==> config.mk <==
export PLATFORM = sky130hd
export DESIGN_NAME = udma_hyper_cfg_master
export DESIGN_NICKNAME = d
export VERILOG_FILES = /design/src/rtl/udma_hyper_cfg_master.sv
export SDC_FILE = /design/constraint.sdc
export NUM_CORES = 1
export LEC_CHECK = 0
export BUFFER_PORTS_ARGS = -buffer_cell sky130_fd_sc_hd__buf_2
export CAP_MARGIN = 5
export CORE_ASPECT_RATIO = 0.8
export CORE_MARGIN = 2
export CORE_UTILIZATION = 50
export DETAILED_ROUTE_END_ITERATION = 7
export PLACE_DENSITY = 0.83
export REMOVE_ABC_BUFFERS = 1
export SLEW_MARGIN = 20
export SYNTH_ARGS = -nofsm -noshare
export SYNTH_HDL_FRONTEND = slang
export SYNTH_SLANG_ARGS = --single-unit
==> constraint.sdc <==
create_clock -name clk_i -period 2.6 [get_ports clk_i]
set_input_delay 0.52 -clock clk_i [delete_from_list [all_inputs] [get_ports clk_i]]
set_output_delay 0.52 -clock clk_i [all_outputs]
set_load 0.1 [all_outputs]
==> src/rtl/udma_hyper_cfg_master.sv <==
// Command-queue master for the HyperBus config register bus: queued read/write commands are
// issued one at a time, read data comes back on a valid/ready response port, stalls time out.
module udma_hyper_cfg_master #(
    parameter int FIFO_DEPTH     = 4,
    parameter int TIMEOUT_CYCLES = 256
) (
    input  logic        clk_i,
    input  logic        rst_i,
    input  logic        cmd_valid_i,
    output logic        cmd_ready_o,
    input  logic        cmd_rwn_i,
    input  logic [4:0]  cmd_addr_i,
    input  logic [31:0] cmd_data_i,
    output logic        rsp_valid_o,
    input  logic        rsp_ready_i,
    output logic [4:0]  rsp_addr_o,
    output logic [31:0] rsp_data_o,
    output logic        rsp_err_o,
    output logic [31:0] cfg_data_o,
    output logic [4:0]  cfg_addr_o,
    output logic        cfg_valid_o,
    output logic        cfg_reg_rwn_o,
    input  logic [31:0] cfg_data_i,
    input  logic        cfg_ready_i,
    output logic        busy_o,
    output logic        err_o,
    input  logic        err_clr_i
);

    localparam int PW = (FIFO_DEPTH > 1) ? $clog2(FIFO_DEPTH) : 1;
    localparam int CW = $clog2(FIFO_DEPTH + 1);
    localparam int TW = (TIMEOUT_CYCLES > 1) ? $clog2(TIMEOUT_CYCLES) : 1;
    localparam logic [TW-1:0] WAIT_LIMIT = TW'((TIMEOUT_CYCLES == 0) ? 0 : TIMEOUT_CYCLES - 1);

    typedef enum logic [1:0] {IDLE, ISSUE, RSP} state_t;

    state_t state, state_next;

    logic        fifo_rwn  [FIFO_DEPTH];
    logic [4:0]  fifo_addr [FIFO_DEPTH];
    logic [31:0] fifo_data [FIFO_DEPTH];
    logic [PW-1:0] wr_ptr, rd_ptr;
    logic [CW-1:0] count, count_next;
    logic [TW-1:0] wait_cnt;

    logic        head_rwn;
    logic [4:0]  head_addr;
    logic [31:0] head_data;
    logic        in_issue, push, pop, done, timeout;
    logic [4:0]  rsp_addr;
    logic [31:0] rsp_data;
    logic        rsp_err;
    logic        err;

    assign head_rwn  = fifo_rwn[rd_ptr];
    assign head_addr = fifo_addr[rd_ptr];
    assign head_data = fifo_data[rd_ptr];

    assign in_issue    = (state == ISSUE);
    assign cmd_ready_o = (count != CW'(FIFO_DEPTH));
    assign push        = cmd_valid_i && cmd_ready_o;
    assign done        = in_issue && cfg_ready_i;
    // A ready arriving in the limit cycle wins over the timeout.
    assign timeout     = in_issue && !cfg_ready_i && (TIMEOUT_CYCLES != 0) && (wait_cnt == WAIT_LIMIT);
    assign pop         = done || timeout;

    always_comb begin
        count_next = count + CW'(push) - CW'(pop);
    end

    always_ff @(posedge clk_i) begin
        if (push) begin
            fifo_rwn[wr_ptr]  <= cmd_rwn_i;
            fifo_addr[wr_ptr] <= cmd_addr_i;
            fifo_data[wr_ptr] <= cmd_data_i;
        end
    end

    always_ff @(posedge clk_i or posedge rst_i) begin
        if (rst_i) begin
            wr_ptr   <= '0;
            rd_ptr   <= '0;
            count    <= '0;
            wait_cnt <= '0;
            rsp_addr <= '0;
            rsp_data <= '0;
            rsp_err  <= 1'b0;
            err      <= 1'b0;
        end else begin
            if (push) wr_ptr <= wr_ptr + 1'b1;
            if (pop)  rd_ptr <= rd_ptr + 1'b1;
            count <= count_next;
            if (in_issue && !pop && (TIMEOUT_CYCLES != 0)) wait_cnt <= wait_cnt + 1'b1;
            else                                           wait_cnt <= '0;
            if (pop && head_rwn) begin
                rsp_addr <= head_addr;
                rsp_data <= timeout ? 32'd0 : cfg_data_i;
                rsp_err  <= timeout;
            end
            if (timeout)        err <= 1'b1;
            else if (err_clr_i) err <= 1'b0;
        end
    end

    always_ff @(posedge clk_i or posedge rst_i) begin
        if (rst_i) state <= IDLE;
        else       state <= state_next;
    end

    always_comb begin
        state_next = state;
        case (state)
            IDLE:  if (count != '0 || push) state_next = ISSUE;
            ISSUE: begin
                if (pop) begin
                    if (head_rwn)               state_next = RSP;
                    else if (count_next != '0) state_next = ISSUE;
                    else                        state_next = IDLE;
                end
            end
            RSP:   if (rsp_ready_i) state_next = (count_next != '0) ? ISSUE : IDLE;
            default: state_next = IDLE;
        endcase
    end

    always_comb begin
        cfg_valid_o   = in_issue;
        cfg_addr_o    = in_issue ? head_addr : 5'd0;
        cfg_reg_rwn_o = in_issue && head_rwn;
        cfg_data_o    = (in_issue && !head_rwn) ? head_data : 32'd0;
        rsp_valid_o   = (state == RSP);
        rsp_addr_o    = rsp_addr;
        rsp_data_o    = rsp_data;
        rsp_err_o     = rsp_err;
        busy_o        = (count != '0) || (state != IDLE);
        err_o         = err;
    end

endmodule

==> Word-level counts from Yosys, hierarchy flattened <==
Memories as Yosys holds them, arrays and structs flattened.
Cells that the tools add are included.
{ "totals": {"regBits": 56, "ramBits": 152, "in_bits": 76, "memories": 3} }
{ "mem_list": {"columns": ["memory", "depth", "width", "rd", "rd_clocked_by_memory_dff", "write_ports", "line_no", "text"], "rows": [
  ["fifo_data", 4, 32, 1, 0, 1, "41", "logic [31:0] fifo_data [FIFO_DEPTH];"],
  ["fifo_addr", 4, 5, 1, 0, 1, "40", "logic [4:0] fifo_addr [FIFO_DEPTH];"],
  ["fifo_rwn", 4, 1, 1, 0, 1, "39", "logic fifo_rwn [FIFO_DEPTH];"]
]} }
{ "classes": {"add_sub_neg": 5, "eq_ne": 7, "mux": 14, "reduce_logical": 20} }
{ "ops": {"columns": ["cell", "count"], "rows": [
  ["$mux W32", 2],
  ["$add A8 B1 Y8 const B", 1],
  ["$eq A8 B8 Y1 const B", 1],
  ["$logic_and A1 B1 Y1", 8],
  ["$mux W2", 4],
  ["$mux W8", 1],
  ["$pmux W2 S3", 1],
  ["$reduce_bool A3 Y1", 2],
  ["$mux W1", 5],
  ["$mux W5", 1],
  ["$add A2 B1 Y2 const B", 2],
  ["$ne A2 B1 Y1 const B", 2],
  ["$reduce_bool A2 Y1", 2],
  ["$add A3 B1 Y3", 1],
  ["$logic_not A1 Y1", 3],
  ["$logic_or A1 B1 Y1", 3],
  ["$ne A3 B3 Y1 const B", 1],
  ["$reduce_and A3 Y1", 1],
  ["$sub A3 B1 Y3", 1],
  ["$eq A2 B1 Y1 const B", 1],
  ["$eq A2 B2 Y1 const B", 1],
  ["$logic_not A2 Y1", 1],
  ["$ne A2 B2 Y1 const B", 1]
]} }

==> Logic depth before layout (Yosys ltp) <==
{ "depth": {"depth_word": 10, "mapped_depth": 12, "depth_no_buf": 12} }

==> Least setup slack after synthesis <==
OpenSTA, ideal clock, no wires.
{ "synth_timing": {"path_kind": "reg2out", "from": "register state[1]", "to": "output cfg_addr_o[0]", "arrival_time_ns": 2.846, "t_required_ns": 2.080, "slack_ns": -0.766, "stages_incl_launch_ff": 6, "n_path_buf": 2, "cell_sequence": "dfrtp_1 -> nand2b_1 -> clkinv_1 -> clkbuf_1 -> clkbuf_1 -> and2_1"} }
{ "synth_between": {"elab_chain_cells": 2} }
{ "synth_rtl": {"columns": ["item", "line_no", "text"], "rows": [
  ["start: declaration", "37", "state_t state, state_next;"],
  ["start signal: assignment", "107", "else state <= state_next;"],
  ["$eq A2 B1 Y1", "59", "assign in_issue = (state == ISSUE);"],
  ["via cfg_valid_o", "21", "output logic cfg_valid_o,"],
  ["$mux W5", "128", "cfg_addr_o = in_issue ? head_addr : 5'd0;"],
  ["end: declaration", "20", "output logic [4:0] cfg_addr_o,"]
]} }
The timed path passes the listed nets, and every way through them passes these cells.

==> Worst setup path in the final report <==
{ "layout_timing": {"from": "register rd_ptr[0]", "to": "output cfg_data_o[8]"} }
{ "layout_between": {"elab_chain_cells": 4} }
{ "layout_rtl": {"columns": ["item", "line_no", "text"], "rows": [
  ["start: declaration", "42", "logic [PW-1:0] wr_ptr, rd_ptr;"],
  ["start signal: assignment", "91", "if (pop) rd_ptr <= rd_ptr + 1'b1;"],
  ["$mem_v2 Z4 W1", null, null],
  ["$logic_not A1 Y1", "130", "cfg_data_o = (in_issue && !head_rwn) ? head_data : 32'd0;"],
  ["$logic_and A1 B1 Y1", "130", null],
  ["$mux W32 (*)", "130", null],
  ["end: declaration", "19", "output logic [31:0] cfg_data_o,"]
]} }
Mark *: on every way between the ends. The rest lies on a longest branch, timed or not.

==> key figures <==
Job
  • Max-Cap Viols: 0

Synthesis
  • Largest area contributor in the netlist: edfxtp_1
  • Most common cell in the synthesized netlist: edfxtp_1
  • Flops & latches, synth: 208
  • Synth area leaders: edfxtp_1 (55%), dfrtp_1 (17%), mux4_2 (10%), nand4_1 (2.6%), nor2b_1 (2.6%)
  • Seq/Total Area, Yosys: between 70% and 80%
  • Number of flops mapped to enable cells by yosys: 152
  • Synth warn: 0
  • Main synth FF type: edfxtp_1
  • Asr flop ratio synth: 26.9%
  • Top-area cell type share of the netlist area: 55.3%
  • Synth unique cells: 33
  • Cells after Synth: slightly below 500
  • Mapped Area: 8250 µm²
  • Synth top cells by count: edfxtp_1 (152), dfrtp_1 (56), inv_1 (44)
  • Mean Syn Cell Area: 16.8 µm²

Global route
  • First-pass GRT wire length: 28.5 mm
  • Total GRT Usage: 20.9%
  • Total gr overflow: 0
  • Number of global-route vias before repair: just over 5000
  • Largest net degree at the start of global routing: 57
  • Antenna violations before repair: 2

STA
  • Final setup TNS: -0.765 ns
  • Worst slew pin tran: a little over 0.7 ns
  • Clock Skew: 0.00797 ns
  • Slew HR: 52.6%
  • Fin crit period: 2.64 ns
  • Post-route setup slack: -0.0401 ns
  • Peak Freq: roughly 380 MHz
  • Endpoints failing setup: 37
  • Period utilization: 102%
  • RSZ-0062 raised after global routing: true
  • Final hold vios: 0
  • Max-slew violations: 0

Critical path
  • Crit-path max cell delay: 0.51 ns
  • CP delay by family, top: multiplexers
  • Critical Path End Type: output port
  • FF-to-FF Start: wait_cnt[2]$_DFF_PP0_
  • CP bufs+invs: 2
  • Reg2Reg Depth: 11
  • Worst EP required: 2.08 ns
  • Worst-path cell chain: mux4_2, nand2b_4, buf_12, nor2b_4, buf_12
  • Setup crit start kind: register
  • CP arrival: about 2.1 ns
  • Crit-path max FO: 13
  • Critical Path Source: rd_ptr[0]$_DFFE_PP0P_
  • Slowest CP cell: mux4_2
  • Top cell by count, worst path: buf_12
  • Crit path kind: reg2out
  • WP depth: 5

Finish
  • Fraction of layout cells with a size suffix above 1: 45.3%
  • Final nets: approximately 760
  • Area grow syn2layout: 33.4%
  • Area used by multi-input combinational logic: between 2000 and 2500 µm²
  • Final Cell Area: 11000 µm²
  • Storage cell area: 5970 µm²
  • Fillers: 1009

Status
  • Failing checks: setup timing
  • Outcome: complete, but fails checks

Clocking
  • CTS Buffer Depth: 3
  • CTS buffer count: 21
  • Clock Pin Slew Worst Setup and Hold Paths: about 0.06 ns
  • CTS H-tree lvls: 1
  • CTS tree: done
  • Clock sink count: around 210
  • Root buf cell: clkbuf_16
  • Worst-Skew Late Latency: between 0.4 and 0.5 ns

Die
  • Initial core utilization: a little over 50%
  • Die width: around 150 µm
  • FP Rows: slightly above 40
  • Top Ports: 157
  • Die height: roughly 120 µm
  • Die area: 17600 µm²
  • Core Region: ~16000 µm²

Placement
  • GP Congestion: 0.813
  • Placed cell areas: 9860 µm²
  • Dpl hpwl: approximately 11 mm
  • PortBufs: 156

Drt
  • Antenna Violating Nets Remaining: 0
  • Via count: ~5000
  • WL per Instance: roughly 20 µm
  • Detailed Route Iter0 Violations: 415
  • Routed WL: 18.2 mm
  • Vias per cell: ~5.5
  • Drt first pass iters: 5
  • DRC viols: 0

Min path
  • Hold crit path type: in2async
## per-stage QoR
step / util, % / instances / hold WS, ns / worst slack, ns
floorplan: - / 463 / 0.424 / -2.60
global route: 69.0 / 903 / 0.238 / -0.128
CTS: 68.4 / 900 / 0.232 / -0.0688
detailed placement: 61.8 / 855 / 0.458 / -0.131
global placement: 61.8 / 855 / 0.436 / 0.000885
finish: 69.0 / 904 / 0.240 / -0.0401
## flip-flops by register name, summed over array words and instances, names as in the netlist
| signal | cells |
|---|---|
| rd_ptr | 2 |
| fifo_rwn | 4 |
| wr_ptr | 2 |
| rsp_err_o | 1 |
| count | 3 |
| fifo_addr | 20 |
| err_o | 1 |
| rsp_addr_o | 5 |
| rsp_data_o | 32 |
| wait_cnt | 8 |
| state | 2 |
| fifo_data | 128 |
## tightest hold or removal path: stages
cell and delay [ns]:
buf_2 0.10, inv_2 0.03, buf_4 0.56
## kinds of logic after synthesis
group                      after synthesis  synth area share [%]
AOI/OAI and AO/OA                       41                  2.74
xor gates and xnor gates                11                  1.17
adders and majority gates                8                  1.30
buffers and inverters                   72                  3.50
DFF                                    208                  72.3
muxes                                   44                  11.4
and+or+nand+nor                        106                  7.58
## layout by cell type, fill, tap and decap left out, types with 3 or more instances in the layout
cell type  count
buf_16         3
mux2_4         5
edfxtp_1     152
mux4_2        38
and3_2         4
xnor2_1        3
nor2_1         9
buf_6          6
or3_1          3
clkinv_2       5
nor2b_4       32
clkbuf_16     23
and2_1         7
xor2_1         6
a21o_1         3
buf_12        37
o21ai_1       10
nand2_1        4
o21ai_0       23
buf_2        118
buf_4         22
dfrtp_1       54
ha_1           5
clkinv_1       5
nand4_1       34
nand3_1        3
inv_1         43
## cell type report
class,count,share of cell area [%]
flip-flops and latches,208,54.2
diodes,2,0.0455
well taps,215,2.44
inverters,45,1.53
repair buffers,188,15.3
multi-input cells,210,20.8
clock inverters,12,0.557
clock buffers,24,5.07
## final timing paths
| path | to | slack (ns) |
|---|---|---|
| worst max-delay path | cfg_data_o[8] | -0.04 |
| worst min-delay path | rsp_data_o[20]$_DFFE_PP0P_ | 0.24 |
| worst max register to register | state[0]$_DFFE_PP0P_ | -0.01 |
| worst min register to register | err_o$_DFFE_PP0P_ | 0.48 |
| max in group asynchronous | rd_ptr[0]$_DFFE_PP0P_ | 1.85 |
| min in group clk_i | fifo_data[3][8]$_DFFE_PP_ | 0.25 |
## metal layers
| metal | track usage, % | routed length, µm |
|---|---|---|
| met5 | 0 | 0 |
| met4 | 5.77 | 438 |
| met3 | 3.91 | 1020 |
| met2 | 35.8 | 9250 |
| met1 | 27.6 | 7510 |
## repair_timing
item	4_1_cts	5_1_grt
resized for setup	86	13
hold buffers	0	0
buffers inserted	6	1
pin swaps	3	3
cloned	3	1
endpoints found under the setup margin	39	40
Power is not shown: default switching activity piles up to over one toggle a cycle in this logic, so the estimate is an artifact.
